[src/rtl/bubble_spawn_if.sv]
// Descriptor handshake between the bubble spawn scheduler and the renderer.
interface bubble_spawn_if #(
  parameter int CIRNUM = 32
);
  localparam int SLOT_W = $clog2(CIRNUM);

  logic              spawn_valid;
  logic              spawn_ready;
  logic [10:0]       spawn_x;
  logic [10:0]       spawn_y;
  logic [10:0]       spawn_rad;
  logic [SLOT_W-1:0] spawn_slot;

  modport master (
    output spawn_valid, spawn_x, spawn_y, spawn_rad, spawn_slot,
    input  spawn_ready
  );

  modport slave (
    input  spawn_valid, spawn_x, spawn_y, spawn_rad, spawn_slot,
    output spawn_ready
  );
endinterface

[src/rtl/bubble_spawn_scheduler.sv]
// Queues beat/auto spawn requests, paces them by VGA frames and offers one
// computed circle descriptor at a time to the renderer.
module bubble_spawn_scheduler #(
  parameter int CIRNUM             = 32,
  parameter int FIFO_DEPTH         = 4,
  parameter int MIN_GAP_FRAMES     = 4,
  parameter int AUTO_PERIOD_FRAMES = 30,
  parameter int BASE_RAD           = 45
) (
  input  logic           i_clk,
  input  logic           i_rst,
  input  logic           i_frame_start,
  input  logic           i_beat,
  input  logic [4:0]     i_level,
  input  logic [21:0]    i_rand,
  bubble_spawn_if.master spawn,
  output logic [7:0]     o_drop_cnt,
  output logic           o_busy
);
  localparam int SLOT_W = $clog2(CIRNUM);
  localparam int PTR_W  = $clog2(FIFO_DEPTH);
  localparam int CNT_W  = PTR_W + 1;
  localparam int GAP_W  = $clog2(MIN_GAP_FRAMES + 2);
  localparam int AUTO_W = $clog2(AUTO_PERIOD_FRAMES + 2);

  typedef enum logic [1:0] {ST_IDLE, ST_GEN, ST_OFFER} state_t;

  state_t            state_q, state_d;
  logic [4:0]        fifo_mem [FIFO_DEPTH];
  logic [PTR_W-1:0]  wr_ptr_q, rd_ptr_q;
  logic [CNT_W-1:0]  count_q, count_d;
  logic [4:0]        level_q;
  logic [GAP_W-1:0]  gap_q;
  logic [AUTO_W-1:0] auto_q;
  logic [SLOT_W-1:0] slot_q;
  logic [7:0]        drop_q;
  logic              busy_q, valid_q;
  logic [10:0]       x_q, y_q, rad_q;

  logic       pop, handshake, room, auto_expire, push, drop;
  logic [4:0] push_data;
  logic [9:0] rx;
  logic [8:0] ry;

  // NOTE: always_comb assigns every output a default first, so no path can infer a latch.
  always_comb begin
    state_d   = state_q;
    pop       = 1'b0;
    handshake = 1'b0;
    case (state_q)
      ST_IDLE: begin
        if (count_q != '0 && gap_q == '0) begin
          pop     = 1'b1;
          state_d = ST_GEN;
        end
      end
      ST_GEN:   state_d = ST_OFFER;
      ST_OFFER: begin
        if (spawn.spawn_ready) begin
          handshake = 1'b1;
          state_d   = ST_IDLE;
        end
      end
      default:  state_d = ST_IDLE;
    endcase
  end

  // A full queue still takes a request when its head leaves on the same edge;
  // a beat always wins over a coincident auto expiry.
  always_comb begin
    room        = (count_q < CNT_W'(FIFO_DEPTH)) || pop;
    auto_expire = i_frame_start && (auto_q == AUTO_W'(AUTO_PERIOD_FRAMES - 1));
    push        = room && (i_beat || auto_expire);
    push_data   = i_beat ? i_level : 5'd0;
    drop        = i_beat && !room;
    count_d     = count_q + CNT_W'(push) - CNT_W'(pop);
    rx          = i_rand[9:0];
    ry          = i_rand[18:10];
  end

  // NOTE: state registers use non-blocking assignments so every flop samples pre-edge values.
  always_ff @(posedge i_clk or posedge i_rst) begin
    if (i_rst) begin
      state_q  <= ST_IDLE;
      wr_ptr_q <= '0;
      rd_ptr_q <= '0;
      count_q  <= '0;
      level_q  <= '0;
      gap_q    <= '0;
      auto_q   <= '0;
      slot_q   <= '0;
      drop_q   <= '0;
      busy_q   <= 1'b0;
      valid_q  <= 1'b0;
      x_q      <= '0;
      y_q      <= '0;
      rad_q    <= '0;
    end else begin
      state_q <= state_d;
      count_q <= count_d;
      busy_q  <= (state_d != ST_IDLE) || (count_d != '0);
      if (push) wr_ptr_q <= wr_ptr_q + PTR_W'(1);
      if (pop) begin
        rd_ptr_q <= rd_ptr_q + PTR_W'(1);
        level_q  <= fifo_mem[rd_ptr_q];
      end
      if (push || auto_expire)  auto_q <= '0;
      else if (i_frame_start)   auto_q <= auto_q + AUTO_W'(1);
      if (drop && drop_q != 8'hFF) drop_q <= drop_q + 8'd1;
      if (handshake)                          gap_q <= GAP_W'(MIN_GAP_FRAMES);
      else if (i_frame_start && gap_q != '0)  gap_q <= gap_q - GAP_W'(1);
      if (state_q == ST_GEN) begin
        x_q     <= (rx >= 10'd640) ? {1'b0, rx - 10'd512} : {1'b0, rx};
        y_q     <= (ry >= 9'd480)  ? {2'b0, ry - 9'd256}  : {2'b0, ry};
        rad_q   <= 11'(BASE_RAD) + {4'd0, level_q, 2'd0} + {8'd0, i_rand[21:19]};
        valid_q <= 1'b1;
      end
      if (handshake) begin
        valid_q <= 1'b0;
        slot_q  <= (slot_q == SLOT_W'(CIRNUM - 1)) ? '0 : slot_q + SLOT_W'(1);
      end
    end
  end

  // NOTE: queue storage has no reset; the pointers and count alone define what is valid.
  always_ff @(posedge i_clk) begin
    if (push) fifo_mem[wr_ptr_q] <= push_data;
  end

  assign spawn.spawn_valid = valid_q;
  assign spawn.spawn_x     = x_q;
  assign spawn.spawn_y     = y_q;
  assign spawn.spawn_rad   = rad_q;
  assign spawn.spawn_slot  = slot_q;
  assign o_drop_cnt        = drop_q;
  assign o_busy            = busy_q;
endmodule

[src/flat_wrapper.sv]
// flat-port wrapper written by rule: the top's interface ports become plain ports
module bubble_spawn_scheduler_flat 
#(
  parameter int CIRNUM             = 32,
  parameter int FIFO_DEPTH         = 4,
  parameter int MIN_GAP_FRAMES     = 4,
  parameter int AUTO_PERIOD_FRAMES = 30,
  parameter int BASE_RAD           = 45
)
  (i_clk, i_rst, i_frame_start, i_beat, i_level, i_rand, o_drop_cnt, o_busy, spawn_spawn_valid, spawn_spawn_x, spawn_spawn_y, spawn_spawn_rad, spawn_spawn_slot, spawn_spawn_ready);
  bubble_spawn_if #(.CIRNUM(CIRNUM)) spawn_i ();
  input  logic i_clk;
  input  logic i_rst;
  input  logic i_frame_start;
  input  logic i_beat;
  input  logic [4:0] i_level;
  input  logic [21:0] i_rand;
  output logic [7:0] o_drop_cnt;
  output logic o_busy;
  output wire logic [$bits(spawn_i.spawn_valid)-1:0] spawn_spawn_valid;
  output wire logic [$bits(spawn_i.spawn_x)-1:0] spawn_spawn_x;
  output wire logic [$bits(spawn_i.spawn_y)-1:0] spawn_spawn_y;
  output wire logic [$bits(spawn_i.spawn_rad)-1:0] spawn_spawn_rad;
  output wire logic [$bits(spawn_i.spawn_slot)-1:0] spawn_spawn_slot;
  input wire logic [$bits(spawn_i.spawn_ready)-1:0] spawn_spawn_ready;
  assign spawn_spawn_valid = spawn_i.spawn_valid;
  assign spawn_spawn_x = spawn_i.spawn_x;
  assign spawn_spawn_y = spawn_i.spawn_y;
  assign spawn_spawn_rad = spawn_i.spawn_rad;
  assign spawn_spawn_slot = spawn_i.spawn_slot;
  assign spawn_i.spawn_ready = spawn_spawn_ready;
  bubble_spawn_scheduler #(.CIRNUM(CIRNUM), .FIFO_DEPTH(FIFO_DEPTH), .MIN_GAP_FRAMES(MIN_GAP_FRAMES), .AUTO_PERIOD_FRAMES(AUTO_PERIOD_FRAMES), .BASE_RAD(BASE_RAD)) u_core (.i_clk(i_clk), .i_rst(i_rst), .i_frame_start(i_frame_start), .i_beat(i_beat), .i_level(i_level), .i_rand(i_rand), .spawn(spawn_i), .o_drop_cnt(o_drop_cnt), .o_busy(o_busy));
endmodule
[config.mk]
export PLATFORM = sky130hd
export DESIGN_NAME = bubble_spawn_scheduler_flat
export DESIGN_NICKNAME = d
export VERILOG_FILES = /design/src/rtl/bubble_spawn_if.sv /design/src/rtl/bubble_spawn_scheduler.sv /design/src/flat_wrapper.sv
export SDC_FILE = /design/constraint.sdc
export NUM_CORES = 1
export LEC_CHECK = 0
export CAP_MARGIN = 20
export CELL_PAD_IN_SITES_DETAIL_PLACEMENT = 1
export CELL_PAD_IN_SITES_GLOBAL_PLACEMENT = 2
export CORE_MARGIN = 2
export CORE_UTILIZATION = 33
export DETAILED_ROUTE_END_ITERATION = 8
export GPL_TIMING_DRIVEN = 0
export HOLD_SLACK_MARGIN = 0.02
export PLACE_DENSITY_LB_ADDON = 0.1
export SYNTH_ARGS = -nofsm -noshare
export SYNTH_HDL_FRONTEND = slang
export SYNTH_SLANG_ARGS = --single-unit
[constraint.sdc]
create_clock -name i_clk -period 3.6 [get_ports i_clk]
set_input_delay 0.36 -clock i_clk [delete_from_list [all_inputs] [get_ports i_clk]]
set_output_delay 0.36 -clock i_clk [all_outputs]
set_load 0.1 [all_outputs]
==> metrics <==
Vias=2,680; sequential area share after synthesis=57.6%; die height=112 um; CTS tree=yes; CTS root buffer=clkbuf_16; Syn Std Cell Area=3860 um^2; Routed WL=7.93 mm; Worst Tran Pin Value=1010 ps; post-CTS sizing=0; # diodes=0; Initial DRC Count=109; post-route ant nets=0; max-slew violations=0; crit path max fanout=10; initial antenna violation count=0; max-cap violations=0; Worst path max stage delay=530 ps; Cell variety after synth=48; final net count=479; status=finished clean; RSZ-0062 raised after global routing=false; die area=12,600 um^2; critical path class=register to register; # H-tree levels=3; Routed wire per std cell=13.7 um; Core Area=11,400 um^2; Layout area overhead=32.6%; Tot GR Track Use=13.9%; first-pass GRT wire length=13.8 mm; crit start category=register; largest net degree at the start of global routing=66; Remaining Overflow, GRT=0; DR pass1 iterations=4; Slowest-stage cell, CP=or4b_4; CTS Hold Buffers Added=0; share of cells above drive strength 1=9.89%; Synthesis Warnings=0; Layout Skew=5.82 ps; DRC=0; commonest non-fill, non-tap cell in the layout=nand2_1; chip width=112 um; final design utilization=44.9%; Seq cells post-synth=85; post-DP HPWL=5.64 mm; Skew-Pair Late Insertion Delay=340 ps; endpoints failing setup=0; Synth Instances=341; Finished Cell Area=5130 um^2; placed cell area=4800 um^2; Crit path required time=3810 ps; fillers=1,254; Clock transition at path regs=60 ps; Mean Syn Cell Area=11.3 um^2; CP arrival=3260 ps; port bufs=74; number of global-route vias before repair=2,839; crit path capture type=register; clock sinks=85; Initial Util=33.8%; Rel. slew slack=32.4%; worst min path class=register to register; setup TNS=0 ps; final hold vios=0; Rows=39; CP cell instances=inv_1 -> ha_1 -> or4b_4 -> nor2_4 -> buf_6 -> ha_1 -> inv_1 -> ha_1 -> inv_1 -> fa_1 -> xnor2_1 -> xnor2_1 -> nor3_1 -> nand3b_1; Final GP Congestion=0.688; CTS Buffer Depth=2; post-CTS setup buffer count=0; CTS buffer count=9; FMAX=328 MHz; I/O pin cnt=80; Tmin final=3050 ps; period utilisation layout=84.8%; commonest cells after routing, fill and taps aside=nand2_1 (80), clkdlybuf4s50_1 (74), dfrtp_1 (65); vias per cell=4.64
-- synthesized netlist by cell type, drive strengths merged --
cell type / n / area [um^2]
inv: 15 / 56.3
nand3b: 2 / 15.0
and2: 11 / 68.8
and3: 1 / 6.26
nor2: 18 / 77.6
buf: 8 / 57.6
nand4bb: 1 / 11.3
nand3: 8 / 52.6
xnor2: 9 / 86.3
nand2: 81 / 307
conb: 1 / 3.75
a21oi: 4 / 20.0
o2111ai: 1 / 8.76
or3b: 1 / 8.76
mux4: 5 / 113
or4b: 1 / 13.8
a21o: 1 / 7.51
ha: 16 / 200
a311oi: 1 / 8.76
nor4: 2 / 12.5
mux2: 6 / 82.6
fa: 1 / 20.0
a211oi: 1 / 7.51
o21ai: 14 / 70.1
clkbuf: 7 / 26.3
dfrtp: 65 / 1630
nor2b: 2 / 12.5
xor2: 14 / 123
a22o: 1 / 8.76
edfxtp: 20 / 601
o21a: 2 / 22.5
nor3: 12 / 71.3
a2111oi: 1 / 8.76
nand4: 3 / 18.8
nand2b: 3 / 18.8
a31oi: 2 / 12.5
-- registers in the layout (all words and copies together) (netlist names) --
signal / cells
u_core.spawn.spawn_rad: 9
u_core.count_q: 3
u_core.spawn.spawn_y: 9
u_core.spawn.spawn_valid: 1
u_core.o_busy: 1
u_core.wr_ptr_q: 2
u_core.spawn.spawn_x: 10
u_core.state_q: 2
u_core.rd_ptr_q: 2
u_core.auto_q: 5
u_core.gap_q: 3
u_core.o_drop_cnt: 8
u_core.fifo_mem: 20
u_core.spawn.spawn_slot: 5
u_core.level_q: 5
-- worst max-delay path: cells and delay by family (launching register included) --
family | cells | cell delay, ps
adder cells (fa/ha/maj) | 4 | 920
XOR/XNOR | 2 | 280
buffers and inverters | 4 | 360
AND/OR/NAND/NOR | 4 | 990
flip-flops | 1 | 360
-- layer usage --
layer | routed length [um] | GRT usage [%] | vias to the layer above
met5 | 0 | 0 | -
met4 | 182 | 7.07 | 0
met3 | 403 | 3.56 | 10
met2 | 3510 | 21.4 | 63
met1 | 3830 | 18.3 | 1296
li1 | - | - | 1311
-- cell type report --
cell class,instances,area [um^2],share of cell area [%]
Sequential cell,85,2230,43.4
Clock buffer,9,225,4.39
Clock inverter,7,98.8,1.93
Timing Repair Buffer,74,741,14.4
Inverter,15,58.8,1.15
Tap cell,143,179,3.49
Multi-Input combinational cell,230,1510,29.5
Buffer,15,83.8,1.64
-- per-stage QoR --
step           hold slack [ps]  worst slack (ps)  instances
2_1_floorplan              465               760        345
3_3_place_gp               450               253        562
5_1_grt                    500               282        578
3_5_place_dp               464               475        562
4_1_cts                    480               473        578
6_report                   467               548        578
-- worst paths after layout --
| path | from | slack (ps) | cells past startpoint | to |
|---|---|---|---|---|
| max | u_core.gap_q[0] | 550 | 14 | u_core.o_busy |
| min | u_core.spawn.spawn_y[8] | 470 | 2 | u_core.spawn.spawn_y[8] |
| max reg2reg | u_core.gap_q[0] | 550 | 14 | u_core.o_busy |
| min reg2reg | u_core.spawn.spawn_y[8] | 470 | 2 | u_core.spawn.spawn_y[8] |
| max in group asynchronous | i_rst | 2520 | 2 | u_core.level_q[3] |
| min in group asynchronous | i_rst | 540 | 2 | u_core.spawn.spawn_slot[3] |
-- kinds of logic (layout without fill, tap and decap cells) --
logic type,after synthesis,after routing,synth area share (%)
adders and majority gates,17,17,5.70
DFF,85,85,57.6
xor gates and xnor gates,23,23,5.41
muxes,11,11,5.05
other,1,5,0.0970
AOI/OAI and AO/OA,28,28,4.53
buffers and inverters,30,120,3.63
and+or+nand+nor,146,146,18.0
Power is not shown: default switching activity piles up to over one toggle a cycle in this logic, so the estimate is an artifact.
